### src/rtl/keypad_scanner.sv
// keypad_scanner: scans and debounces a 4x4 PmodKYPD matrix, emitting a hex key code and a stretched strobe
//
// Ports:
//   clk        system clock (single domain)
//   rst_n      asynchronous active-low reset
//   row_n[3:0] keypad rows, active-low, asynchronous (bit 3 = top row)
//   col_n[3:0] column drive, active-low, one bit low at a time
//   key_code   hex value of the last accepted key
//   key_strobe high PULSE_CYCLES cycles per accepted press
//   key_down   a debounced key is currently held
module keypad_scanner #(
    parameter int SCAN_CYCLES     = 100000,
    parameter int DEBOUNCE_FRAMES = 4,
    parameter int PULSE_CYCLES    = 8
) (
    input  logic       clk,
    input  logic       rst_n,
    input  logic [3:0] row_n,
    output logic [3:0] col_n,
    output logic [3:0] key_code,
    output logic       key_strobe,
    output logic       key_down
);
    localparam int DW = $clog2(SCAN_CYCLES);
    localparam int CW = $clog2(DEBOUNCE_FRAMES + 1);
    localparam int PW = $clog2(PULSE_CYCLES + 1);
    // nibble i is the key at column i/4, row bit i%4 (row bit 3 = top)
    localparam logic [63:0] KEYMAP = 64'hABCD_369E_258F_1470;

    typedef enum logic [1:0] {K_NONE, K_SINGLE, K_MULTI} kind_t;
    typedef enum logic {RELEASED, PRESSED} state_t;

    logic [3:0]    row_s1, row_s2;
    logic [1:0]    col_idx;
    logic [DW-1:0] dwell;
    logic [11:0]   acc;
    kind_t         cand_kind, kind;
    logic [3:0]    cand_code, code, hit;
    logic [CW-1:0] cnt, cnt_nx;
    logic [PW-1:0] pcnt;
    logic [15:0]   frame;
    logic [4:0]    ones;
    logic          last, frame_end, same, stable, accept, release_ev;
    state_t        state, state_nx;

    assign last      = dwell == DW'(SCAN_CYCLES - 1);
    assign frame_end = last && col_idx == 2'd3;

    // Column 3 is classified straight from the synchronizer in the frame-end cycle.
    always_comb begin
        frame = {~row_s2, acc};
        ones  = '0;
        hit   = '0;
        for (int i = 0; i < 16; i++) begin
            if (frame[i]) begin
                ones = ones + 5'd1;
                hit  = KEYMAP[i*4 +: 4];
            end
        end
        kind = ones == 5'd0 ? K_NONE : ones == 5'd1 ? K_SINGLE : K_MULTI;
        code = kind == K_SINGLE ? hit : 4'h0;
    end

    always_comb begin
        same       = kind == cand_kind && code == cand_code;
        cnt_nx     = kind == K_MULTI ? '0 : !same ? CW'(1) :
                     cnt == CW'(DEBOUNCE_FRAMES) ? cnt : cnt + 1'b1;
        stable     = frame_end && cnt_nx == CW'(DEBOUNCE_FRAMES);
        accept     = stable && kind == K_SINGLE && (state == RELEASED || code != key_code);
        release_ev = stable && kind == K_NONE && state == PRESSED;
    end

    always_ff @(posedge clk or negedge rst_n) begin
        if (!rst_n) begin
            row_s1    <= 4'hF;
            row_s2    <= 4'hF;
            col_idx   <= '0;
            dwell     <= '0;
            acc       <= '0;
            cand_kind <= K_NONE;
            cand_code <= '0;
            cnt       <= '0;
            key_code  <= '0;
            pcnt      <= '0;
        end else begin
            row_s1  <= row_n;
            row_s2  <= row_s1;
            dwell   <= last ? '0 : dwell + 1'b1;
            col_idx <= last ? col_idx + 2'd1 : col_idx;
            if (last && !frame_end)
                acc[col_idx*4 +: 4] <= ~row_s2;
            if (frame_end) begin
                cand_kind <= kind;
                cand_code <= code;
                cnt       <= cnt_nx;
            end
            key_code <= accept ? code : key_code;
            // reloading while high restarts the pulse without a new rising edge
            pcnt     <= accept ? PW'(PULSE_CYCLES) : pcnt != '0 ? pcnt - 1'b1 : pcnt;
        end
    end

    always_ff @(posedge clk or negedge rst_n) begin
        if (!rst_n)
            state <= RELEASED;
        else
            state <= state_nx;
    end

    always_comb begin
        state_nx = accept ? PRESSED : release_ev ? RELEASED : state;
    end

    always_comb begin
        key_down   = state == PRESSED;
        key_strobe = pcnt != '0;
        col_n      = ~(4'b1000 >> col_idx);
    end
endmodule

### config.mk
export PLATFORM = sky130hd
export DESIGN_NAME = keypad_scanner
export DESIGN_NICKNAME = d
export VERILOG_FILES = /design/src/rtl/keypad_scanner.sv
export SDC_FILE = /design/constraint.sdc
export NUM_CORES = 1
export LEC_CHECK = 0
export ABC_AREA = 1
export CAP_MARGIN = 20
export CORE_AREA = 2 2 145 90
export DETAILED_ROUTE_END_ITERATION = 10
export DIE_AREA = 0 0 147 92
export MAX_ROUTING_LAYER = met4
export PLACE_DENSITY = 0.55
export REMOVE_ABC_BUFFERS = 1
export SYNTH_ARGS = -nofsm -noshare
export SYNTH_HDL_FRONTEND = slang
export SYNTH_SLANG_ARGS = --single-unit
export TNS_END_PERCENT = 50
### constraint.sdc
create_clock -name clk -period 11.48 [get_ports clk]
set_input_delay 1.148 -clock clk [delete_from_list [all_inputs] [get_ports clk]]
set_output_delay 1.148 -clock clk [all_outputs]
set_load 0.05 [all_outputs]
# Word-level counts from Yosys, hierarchy flattened
# Index checks and enable logic that the tools add are counted.
# word_totals
ramBits	0
rom_bits	0
word_cells	105
n_memories	0
regBits	57
latchBits	0
out_inout_bits	10
in_bits	6
# op_classes
order_cmp	0
div_mod_pow	0
shifts	3
multipliers	0
bitwise	3
reduce_logical	15
addsub	20
muxes	43
eq_ne	10
# ops
op	count
$add 5x1->5 const B	15
$mux 5	15
$mux 4	15
$neg 4->34	1
$shift 4x34->12 const A	1
$shiftx 4x34->12	1
$mux 3	6
$add 17x1->17 const B	1
$eq 17x17->1 const B	1
$mux 17	1
$bwmux 12	1
$logic_and 1x1->1	8
$not 4->4	2
$eq 3x3->1 const B	2
$eq 5x1->1 const B	1
$logic_not 5->1	1
$eq 2x2->1 const B	2
$eq 4x4->1	1
$mux 2	2
$ne 4x4->1	1
$reduce_bool 2->1	2
$reduce_bool 4->1	1
$shr 4x2->4 const A	1
$sub 4x1->4 const B	1
9 further kinds	11

# Longest topological paths before layout
# logic_depth
depth_word	46
mapped_depth	63

# Worst setup path before layout
# Ideal clock, no wire load.
# synth_path
kind	register to register
start	register acc[1]
end	register key_code[0]
synth_period_minus_slack_ns	8.171
arrival_time_ns	8.051
required_ns	11.360
path_slack_ns	3.309
n_path_buf	1
path_stages_with_launch	61
path_cell_list	dfrtp_1 inv_1 ha_1 inv_1 nand2_2 nand2_1 inv_1 ha_1 nand2_1 nand2_1 ha_1 or2_1 nand2_1 inv_1 ha_1 nand2_1 nand2_2 ha_1 [25 not listed] nand2_1 nand2_1 ha_1 nand2_1 nand2_1 nor2_1 nand4_2 nor2_4 buf_6 inv_2 nand2_2 nand2_2 nor2_4 nand4_2 nor2_4 nand3_4 nand2_1 nand2_1
# synth_between
elab_chain_cells	42
elab_cells_between_ends	62
cone_classes	add/sub (14); eq/ne (7); mux (35); reduce/logical (6)
# synth_rtl
item	line	rtl
start: declaration	36	logic [11:0] acc;
start signal: indexed assignment	91	acc[col_idx*4 +: 4] <= ~row_s2;
$mux 5	55	if (frame[i]) begin
$add 5x1->5	56	ones = ones + 5'd1;
$mux 5	55	
$add 5x1->5	56	
$mux 5	55	
$add 5x1->5	56	
$mux 5	55	
$add 5x1->5	56	
[24 not listed]	n/a	
$eq 2x1->1	61, 69	
$mux 4	61	code = kind == K_SINGLE ? hit : 4'h0;
$eq 4x4->1	65	same = kind == cand_kind && code == cand_code;
$logic_and 1x1->1	65	
$mux 3 (2 in series)	66	cnt_nx = kind == K_MULTI ? '0 : !same ? CW'(1) :
$eq 3x3->1	68	stable = frame_end && cnt_nx == CW'(DEBOUNCE_FRAMES);
$logic_and 1x1->1	68	
$logic_and 1x1->1 (2 in series)	69	accept = stable && kind == K_SINGLE && (state == RELEASED || code != key_code);
end signal: assignment	97	key_code <= accept ? code : key_code;
end: declaration	20	output logic [3:0] key_code,
# Parallel ways exist; a longest one is shown, timed or not.
# A chain may end at the register's enable or synchronous reset.

# Worst setup path in the final report
# Same ends and word-level chain as after synthesis.

==> results.py <==
metrics = {
    "floorplanning": {
        "core_sq_mm": 0.01241,
        "die_area_sq_mm": 0.01352,
        "die_y_um": 92,
        "ios": 16,
        "initial_utilization": 0.3858,
        "dieWidth_um": 147,
        "rows": 32,
    },
    "yosys": {
        "syn_area_per_cell_sq_um": 6.462,
        "yosysSeqAreaShare": 0.3000,
        "ys_types": 36,
        "ys_ff_latch": 57,
        "synthCells": 741,
        "yosys_warnings": 0,
        "syn_area_sq_mm": 0.004788,
    },
    "sta": {
        "hold_viol": 0,
        "maxSlewViolCount": 0,
        "setup_violations": 0,
        "whs_ns": 0.3531,
        "rsz0062_at_grt": "no",
        "period_minus_slack_ns": 9.066,
        "max_freq_mhz": 110.3,
        "fin_worst_skew_ns": 0.008069,
        "tns_ns": 0,
        "fin_crit_sh": 0.7897,
        "relSlewSlack": 0.5225,
        "worst_pin_slew_ns": 0.7163,
    },
    "drt": {
        "viasPerCell": 4.559,
        "wl_per_cell_um": 10.97,
        "ant_nets": 0,
        "drc_errors": 0,
        "wirelength_mm": 10.30,
        "first_iter_violations": 252,
        "num_vias": 4281,
        "drtPass1Iterations": 4,
    },
    "power_and_ir_drop": {
        "p_switching_uw": 118.1,
        "intPower_uw": 361.5,
        "switching_share": 0.2463,
        "clockPowerShare": 0.486,
        "pwr-share-comb": 0.084,
        "power_density_mw_per_mm2": 89.05,
        "p_seq_frac": 0.430,
        "ir_worst_vdd_uv": 69.82,
        "power.leakage_nw": 3.149,
    },
    "run": {
        "cap_violations": 0,
    },
    "grt": {
        "grt_pass1_vias": 4014,
        "antenna_found_initial": 0,
        "grt_max_degree": 58,
        "grt_overflow": 0,
        "grt_pass1_wl_mm": 18.28,
        "track_usage": 0.1701,
    },
    "final_layout": {
        "mostFrequentLayoutCells": "nand2_1, inv_1, nor2_1",
        "synthToLayoutAreaGrowth_pct": 12.49,
        "layout.nets": 795,
        "layout_commonest_cell": "nand2_1",
        "n_antenna_cell": 0,
        "final_util": 0.4340,
        "drive_gt1_frac": 0.1183,
        "stdcell_area_sq_mm": 0.005386,
    },
    "worst_hold_path": {
        "hold_start": "row_s1[0]$_DFF_PN1_",
        "worstHoldPathType": "reg -> reg",
    },
    "critical_path": {
        "slowest_delay_ns": 0.37,
        "crit_fanout": 12,
        "startpoint": "acc[1]$_DFFE_PN0P_",
        "cp_common_cell": "nand2_1",
        "slowest_stage": "dfrtp_1",
        "worstPathArrival_ns": 9.28,
        "cp-start-kind": "register",
        "critPathKind": "reg -> reg",
        "rr_startpoint": "acc[1]$_DFFE_PN0P_",
        "cp-end-kind": "register",
        "crit_required_ns": 11.70,
    },
    "clock_network": {
        "cts_inserted_buffers": 9,
        "cts_htree_levels": 3,
        "post-cts-setup-buffers": 0,
        "numClockSinks": 57,
        "cts_hold_buf": 0,
        "clk_latency_ns": 0.33,
        "cts_resized": 0,
        "cts_buffer_depth": 2,
        "root_buffer": "clkbuf_16",
        "clkTransAtPathRegs_ns": 0.05,
        "cts_tree": "done",
    },
    "place": {
        "placed_area_sq_mm": 0.005129,
        "portBuffers": 15,
        "gp_congestion": 0.8290,
        "place_hpwl_mm": 8.339,
    },
    "run_status": {
        "status": "finished clean",
    },
}
==> routing by layer <==
layer,part of all wire,GRT usage
met1,0.58,0.2532
met5,0,-
met4,0.0093,0.03846
met2,0.38,0.2363
met3,0.028,0.03433
==> power by group through the flow <==
stage                     combinational [mW]  sequential (mW)  clock (mW)
final                                 0.0403            0.206       0.233
after global routing                  0.0458            0.206       0.248
after CTS                             0.0407            0.206       0.238
after detailed placement              0.0405            0.210           0
after global placement                0.0396            0.210           0
after floorplan                       0.0285            0.208           0
==> metrics by stage <==
stage          total power [mW]  cells  setup WS, ns
2_1_floorplan            0.2369    737         3.158
3_3_place_gp             0.2492    923         2.786
3_5_place_dp             0.2500    923         2.447
4_1_cts                  0.4849    939         2.408
5_1_grt                  0.5004    939         1.603
6_report                 0.4797    939         2.414
==> critical path: cells and delay by family, from the launching register on <==
family	cells	cell delay, ns
buf+inv	5	0.32
simple gates	40	4.43
fa+ha+maj	14	3.83
flops	1	0.37
==> synth_stat cells <==
cell / count / area (sq um)
inv_2: 5 / 18.77
a21boi_0: 2 / 15.01
buf_6: 1 / 11.26
a21oi_1: 22 / 110.1
a211oi_1: 3 / 22.52
ha_1: 25 / 312.8
o21bai_1: 1 / 7.510
nand2_2: 41 / 256.5
nor2_1: 66 / 247.7
inv_1: 149 / 559.3
nand3_1: 65 / 325.3
o21ai_0: 23 / 115.1
nand4_1: 11 / 68.82
buf_2: 2 / 10.01
nor3_1: 11 / 55.05
nor2_4: 4 / 45.04
or2_1: 3 / 18.77
nand2_1: 207 / 777.0
a31oi_1: 1 / 6.260
nand3_4: 1 / 17.52
nand4_2: 2 / 25.02
nand3b_2: 1 / 11.26
nand3b_1: 7 / 52.55
nor2_2: 1 / 6.260
nor3b_1: 1 / 7.510
nor4_1: 3 / 18.77
or2_2: 2 / 12.51
buf_1: 1 / 3.750
dfstp_2: 8 / 210.2
xnor2_1: 1 / 8.760
nand2_4: 1 / 11.26
o22ai_1: 4 / 25.02
nand3_2: 10 / 100.1
dfrtp_1: 49 / 1226
xor2_1: 6 / 52.55
xnor2_2: 1 / 16.27
==> path summary, 6_finish.rpt <==
kind / slack, ns / to / cells after the start
max in group asynchronous: 10.04 / dwell[13]$_DFF_PN0_ / 2
max: 2.41 / key_code[0]$_DFFE_PN0P_ / 59
min in group asynchronous: 0.95 / pcnt[2]$_DFFE_PN0P_ / 2
min: 0.35 / row_s2[0]$_DFF_PN1_ / 0
min reg2reg: 0.35 / row_s2[0]$_DFF_PN1_ / 0
max reg2reg: 2.41 / key_code[0]$_DFFE_PN0P_ / 59
==> state kept, by name, indices dropped and copies added (netlist names) <==
| name | flops |
|---|---|
| key_code | 4 |
| cand_kind | 2 |
| col_idx | 2 |
| row_s1 | 4 |
| cnt | 3 |
| row_s2 | 4 |
| pcnt | 4 |
| key_down | 1 |
| dwell | 17 |
| cand_code | 4 |
| acc | 12 |
==> cell type report <==
cell class	count	area, sq um
multi-input combinational	526	2749
clock buffer	13	240.2
tap	170	212.7
timing repair buffer	16	152.6
inverter	154	578.1
fill	1293	7025
sequential	57	1436
clock inverter	3	17.52
==> logic make-up (layout without fill, tap and decap cells) <==
family,Yosys count,count (layout),share of synthesized area
and+or+nand+nor,437,437,0.4296
adders and majority gates,25,25,0.06533
xor gates and xnor gates,8,8,0.01620
DFF,57,57,0.3000
AOI/OAI and AO/OA,56,56,0.06297
buffers and inverters,158,186,0.1259
Power figures use the tool's default switching activity.
